[config.mk]
export PLATFORM = sky130hd
export DESIGN_NAME = scal_cfg_writer
export DESIGN_NICKNAME = d
export VERILOG_FILES = /design/src/rtl/scal_cfg_writer.sv
export SDC_FILE = /design/constraint.sdc
export NUM_CORES = 1
export LEC_CHECK = 0
export BUFFER_PORTS_ARGS = -buffer_cell sky130_fd_sc_hd__buf_2
export CAP_MARGIN = 15
export CORE_MARGIN = 1.5
export CORE_UTILIZATION = 52
export DETAILED_ROUTE_END_ITERATION = 6
export GPL_TIMING_DRIVEN = 0
export PLACE_DENSITY = 0.72
export SETUP_SLACK_MARGIN = 0.4
export SLEW_MARGIN = 20
export SYNTH_ARGS = -nofsm -noshare
export SYNTH_HDL_FRONTEND = slang
export SYNTH_SLANG_ARGS = --single-unit
[constraint.sdc]
create_clock -name clk_sys -period 5.1 [get_ports clk_sys]
set_clock_uncertainty 0.1 [all_clocks]
set_input_delay 0.765 -clock clk_sys [delete_from_list [all_inputs] [get_ports clk_sys]]
set_output_delay 0.765 -clock clk_sys [all_outputs]
set_load 0.05 [all_outputs]
[src/rtl/scal_cfg_writer.sv]
// Scaler parameter-load writer: host-written shadow table streamed into scaltop with timed
// load strobes, optional start pulse, abort, and PN-change edge pulse.
module scal_cfg_writer #(
  parameter int unsigned NUM_REGS  = 21,
  parameter int unsigned LOAD_HIGH = 2,
  parameter int unsigned LOAD_GAP  = 2
) (
  input  logic        clk_sys,
  input  logic        scalerst,
  input  logic        host_we,
  input  logic [4:0]  host_addr,
  input  logic [15:0] host_data,
  input  logic        cmd_load,
  input  logic        cmd_abort,
  input  logic        auto_start,
  input  logic        pn_req,
  output logic [15:0] scaledatain,
  output logic [4:0]  scalechoice,
  output logic        scaleload,
  output logic        scalstart,
  output logic        pn_change,
  output logic        busy,
  output logic        done,
  output logic        wr_err
);

  localparam int unsigned CntMax = (LOAD_HIGH > LOAD_GAP) ? LOAD_HIGH : LOAD_GAP;
  localparam int unsigned CntW   = (CntMax > 1) ? $clog2(CntMax) : 1;
  localparam logic [CntW-1:0] HighLast = CntW'(LOAD_HIGH - 1);
  localparam logic [CntW-1:0] GapLast  = CntW'(LOAD_GAP - 1);
  localparam logic [4:0]      IdxLast  = 5'(NUM_REGS - 1);

  typedef enum logic [2:0] {
    StIdle,
    StSetup,
    StStrobe,
    StGap,
    StStart,
    StDone
  } state_e;

  state_e          state_q, state_d;
  logic [4:0]      idx_q, idx_d;
  logic [CntW-1:0] cnt_q, cnt_d;
  logic [15:0]     table_q [32];

  logic [15:0] data_q;
  logic [4:0]  choice_q;
  logic        load_q, start_q, pn_change_q, busy_q, done_q, wr_err_q, pn_req_q;

  always_comb begin
    state_d = state_q;
    idx_d   = idx_q;
    cnt_d   = cnt_q;
    unique case (state_q)
      StIdle: begin
        if (cmd_load && !cmd_abort) begin
          state_d = StSetup;
          idx_d   = '0;
        end
      end
      StSetup: begin
        state_d = StStrobe;
        cnt_d   = '0;
      end
      StStrobe: begin
        if (cnt_q == HighLast) begin
          state_d = StGap;
          cnt_d   = '0;
        end else begin
          cnt_d = cnt_q + CntW'(1);
        end
      end
      StGap: begin
        if (cnt_q == GapLast) begin
          if (idx_q == IdxLast) begin
            state_d = auto_start ? StStart : StDone;
          end else begin
            idx_d   = idx_q + 5'd1;
            state_d = StSetup;
          end
        end else begin
          cnt_d = cnt_q + CntW'(1);
        end
      end
      StStart: state_d = StDone;
      StDone:  state_d = StIdle;
      default: state_d = StIdle;
    endcase
    // Abort wins over every busy-state transition; a running strobe is cut short.
    if (cmd_abort && state_q != StIdle) begin
      state_d = StIdle;
    end
  end

  always_ff @(posedge clk_sys or negedge scalerst) begin
    if (!scalerst) begin
      state_q     <= StIdle;
      idx_q       <= '0;
      cnt_q       <= '0;
      data_q      <= '0;
      choice_q    <= '0;
      load_q      <= 1'b0;
      start_q     <= 1'b0;
      busy_q      <= 1'b0;
      done_q      <= 1'b0;
      wr_err_q    <= 1'b0;
      pn_req_q    <= 1'b0;
      pn_change_q <= 1'b0;
    end else begin
      state_q     <= state_d;
      idx_q       <= idx_d;
      cnt_q       <= cnt_d;
      load_q      <= (state_d == StStrobe);
      start_q     <= (state_d == StStart);
      done_q      <= (state_d == StDone);
      busy_q      <= (state_d == StSetup) || (state_d == StStrobe) ||
                     (state_d == StGap) || (state_d == StStart);
      wr_err_q    <= host_we && (state_q != StIdle);
      pn_req_q    <= pn_req;
      pn_change_q <= pn_req && !pn_req_q;
      // Data/choice only move on SETUP entry, so they hold while the strobe is high and in IDLE.
      if (state_d == StSetup) begin
        choice_q <= idx_d;
        data_q   <= table_q[idx_d];
      end
    end
  end

  always_ff @(posedge clk_sys or negedge scalerst) begin
    if (!scalerst) begin
      for (int i = 0; i < 32; i++) begin
        table_q[i] <= '0;
      end
    end else if (host_we && state_q == StIdle) begin
      table_q[host_addr] <= host_data;
    end
  end

  assign scaledatain = data_q;
  assign scalechoice = choice_q;
  assign scaleload   = load_q;
  assign scalstart   = start_q;
  assign pn_change   = pn_change_q;
  assign busy        = busy_q;
  assign done        = done_q;
  assign wr_err      = wr_err_q;

endmodule

==> run summary <==
The run gives 14,900 as the total via count in the routed design. Family of cells with the greatest summed delay on the critical path: buffers and inverters. The total routing resource utilization after global routing came out at 0.255. The relative slew slack was 0.325. The number of hold-slack violations in the final timing report was 0; the number of library cell types mapped by synthesis was 57. The most used flip-flop cell after synthesis is sky130_fd_sc_hd__dfrtp_1. For the via count of the first global-routing pass, the log shows 15,800. Post-DP HPWL: 43,600 µm.

The reported max-cap violation count was 0; the async set-reset flop share out of synthesis was 1.00. After the first detailed-routing iteration, the DRC count stood at 1,082. In this run the power density over the cells is 467 nW/µm². The actual transition at the worst max-transition pin was 1.01 ns; the top fanout value on the critical path was 10. The ratio of final minimum period to clock period works out to 0.776. The clock tree synthesis step divided the H-tree into 2 levels. The critical path in this run is classified as flop to flop. After the last flow step, the layout net total stands at 1,766. Walking the worst path, the cells encountered are clkbuf_1 > inv_1 > ha_1 > nand3b_1 > nor2_1 > or4_1 > a21oi_1 > clkbuf_1 > a22oi_1 > a21o_1 > o2111ai_1. Setup violations remaining at the end of the flow were counted as 0.

The die boundary width works out to 222 µm. The total die area is 49,200 µm². In the synthesized netlist, the cells that appear most often are sky130_fd_sc_hd__dfrtp_1, sky130_fd_sc_hd__mux2_2, sky130_fd_sc_hd__mux4_2. The worst setup path is captured at a flop. After detailed placement, the design holds a cell count of 2,293. After detailed routing, the number of remaining DRC violations is 0.

The tools report the highest achievable clock rate as 253 MHz. The number of standard cells in the layout, taps in and fillers out is 2,394. Using the TritonRoute via totals, the vias-per-cell ratio works out to 6.23.

Buffers inserted during clock tree synthesis total 55. In this run, synthesis produced a sequential element count of 549. The first global-routing pass estimated 96,000 µm of wire. The fraction of final layout cells sized beyond drive strength 1 is 0.467. The I/O pin total is 55, and the critical path buffer and inverter count is 3.

Row generation in the floorplan step produced 80 rows. The final critical path time including I/O delays and setup was 3.96 ns; the total core area was 47,500 µm². No sink is reached through more buffers than the 3 on the longest clock path. The first detailed-routing pass ran for 5 iterations. The worst hold path belongs to the class primary input to flop.

For this block, the routed nets add up to 60,700 µm of wire. STA classifies the critical path startpoint as a flop. Synthesis produced a netlist whose cell count is 1,621.

On the worst path, the slowest cell contributes a delay of 0.81 ns. The die is 222 µm tall. The effective utilization at floorplan was 0.524; the per-cell routed wire length was 25.3 µm. In the post-synthesis netlist, the cell with the most instances is sky130_fd_sc_hd__dfrtp_1.

The count of pins over their slew limit came out at 0. CTS saw 549 sinks. Entering global routing, the biggest net connects 95 pins.

The port buffer count was 51. In this design, the critical path's most frequently occurring cell is sky130_fd_sc_hd__clkbuf_1. TritonCTS built the clock tree. For the number of antenna violations at the first check in global routing, the log shows 1. Post-synth design cell area: 24,900 µm². The clock-pin transition on the worst setup and hold timing paths came out at 0.06 ns.

Sorting the synthesized cells by area gives the leading types as sky130_fd_sc_hd__dfrtp_1, sky130_fd_sc_hd__mux2_2, sky130_fd_sc_hd__mux4_2. After layout, the design draws a total of 13,000 µW. The root buffer cell was sky130_fd_sc_hd__clkbuf_16. The worst path meets setup with 1.14 ns of slack. Each instance of the synthesized netlist takes up on average 15.4 µm². The count of flip-flops with a built-in enable after synthesis was 0; the total congestion overflow after global routing was 0.

The flow ran to the end, and the final reports show no timing, DRC or antenna violations. Routability-driven placement finished with a final weighted congestion of 0.902. The biggest area contributor in the post-synthesis netlist is sky130_fd_sc_hd__dfrtp_1.

For the post-place setup slack, the log shows 1.20 ns. Summed over all cells, the static leakage comes to 0.0128 µW. The worst-case IR drop observed on VDD is 0.366 mV. For this run, the number of Yosys warnings is 0. Data required time of the worst path: 5.52 ns. Setup repair after global routing left no endpoint under its margin. The logs give 1,651 for the post-synthesis net count and 0.61 ns for the clock latency on the worst-skew pair.

The share of synthesized area occupied by flip-flops and latches was 0.552; the top cell type's share of synthesized area was 0.552. Data arrives at the worst endpoint at 4.38 ns. The slowest stage of the critical path belongs to the cell sky130_fd_sc_hd__clkbuf_1. The count of nets left with antenna violations once routing finished came out at 0.

Synthesis-to-layout area growth: 12.0%.
flip-flops by register name (all words and copies together), names as in the netlist:
name	count
done	1
pn_change	1
scaledatain	16
cnt_q	1
scaleload	1
state_q	3
table_q	512
busy	1
wr_err	1
scalstart	1
scalechoice	5
idx_q	5
pn_req_q	1
through the flow:
| stage | area (µm²) | hold slack, ns | util | TNS (ns) |
|---|---|---|---|---|
| 2_1_floorplan | 24900 | 0.278 | - | 0 |
| 3_3_place_gp | 25900 | 0.285 | 0.545 | -4250.23 |
| 3_5_place_dp | 26100 | 0.291 | 0.549 | 0 |
| 4_1_cts | 27900 | 0.138 | 0.587 | 0 |
| 5_1_grt | 27900 | 0.153 | 0.587 | 0 |
| 6_report | 27900 | 0.170 | 0.587 | 0 |
layout by cell type (no fill, tap or decap), types with 3 or more instances in the layout:
cell	instances
sky130_fd_sc_hd__inv_1	5
sky130_fd_sc_hd__mux4_2	121
sky130_fd_sc_hd__a21o_1	16
sky130_fd_sc_hd__clkbuf_8	13
sky130_fd_sc_hd__mux2_2	514
sky130_fd_sc_hd__a31oi_1	18
sky130_fd_sc_hd__buf_4	5
sky130_fd_sc_hd__nand3b_1	3
sky130_fd_sc_hd__nor2b_1	23
sky130_fd_sc_hd__clkbuf_16	56
sky130_fd_sc_hd__o2111ai_1	17
sky130_fd_sc_hd__nand4_1	3
sky130_fd_sc_hd__dfrtp_1	549
sky130_fd_sc_hd__and2_1	6
sky130_fd_sc_hd__clkinv_2	7
sky130_fd_sc_hd__nand2b_1	3
sky130_fd_sc_hd__clkbuf_1	117
sky130_fd_sc_hd__buf_2	82
sky130_fd_sc_hd__mux2i_1	12
sky130_fd_sc_hd__nor2_1	13
sky130_fd_sc_hd__and3b_1	3
sky130_fd_sc_hd__nor3b_1	7
sky130_fd_sc_hd__nor3_1	8
sky130_fd_sc_hd__nand2_1	37
sky130_fd_sc_hd__a22oi_1	47
sky130_fd_sc_hd__buf_6	7
sky130_fd_sc_hd__nand3_1	14
sky130_fd_sc_hd__buf_8	3
sky130_fd_sc_hd__buf_16	6
sky130_fd_sc_hd__o21ai_0	3
sky130_fd_sc_hd__a21oi_1	7
sky130_fd_sc_hd__and3_1	5
layer usage:
layer | global-route usage | part of all wire | up-vias
met3 | 0.0334 | 0.043 | 119
met4 | 0.0862 | 0.030 | 2
met1 | 0.360 | 0.44 | 8069
li1 | - | - | 6305
met2 | 0.413 | 0.49 | 425
met5 | 0 | 0.00015 | -
kinds of logic (layout without fill, tap and decap cells):
kind of cell	count (synthesis)	count (layout)	synth area share
buf+inv	153	310	0.0284
compound gates	129	129	0.0393
other cells	0	1	0
fa+ha+maj	2	2	0.00100
mux	648	648	0.348
flops	549	549	0.552
simple gates	140	140	0.0319
power by group:
| part | switching, µW | total, µW | internal (µW) |
|---|---|---|---|
| combinational | 1300 | 2910 | 1610 |
| clock | 1690 | 4000 | 2310 |
| sequential | 603 | 6110 | 5500 |
| total | 3600 | 13000 | 9420 |
layout make-up:
cell class,count,area (µm²)
inverter,7,26.3
multi-input combinational,919,10500
timing repair buffer,58,440
antenna,1,2.50
buffer,146,682
clock buffer,87,1650
clock inverter,12,128
sequential,549,13700
fill,3670,19700
tap,615,769
timing repair:
action / 4_1_cts / 5_1_grt
gates resized for setup: 0 / 0
setup buffers: 0 / 0
hold buffers: 1 / 0
hold endpoints to repair: 47 / 0
endpoints found under the setup margin: 0 / 0
worst paths after layout:
kind	depth (start not counted)	to	slack, ns	start
min reg2reg	1	pn_change	0.29	pn_req_q
max reg2reg	11	scaledatain[10]	1.14	idx_q[0]
max in group asynchronous	5	table_q[297]	2.78	scalerst
max	11	scaledatain[10]	1.14	idx_q[0]
min in group asynchronous	2	table_q[208]	0.57	scalerst
min	1	pn_req_q	0.17	pn_req
(Power assumes the default switching activity.)
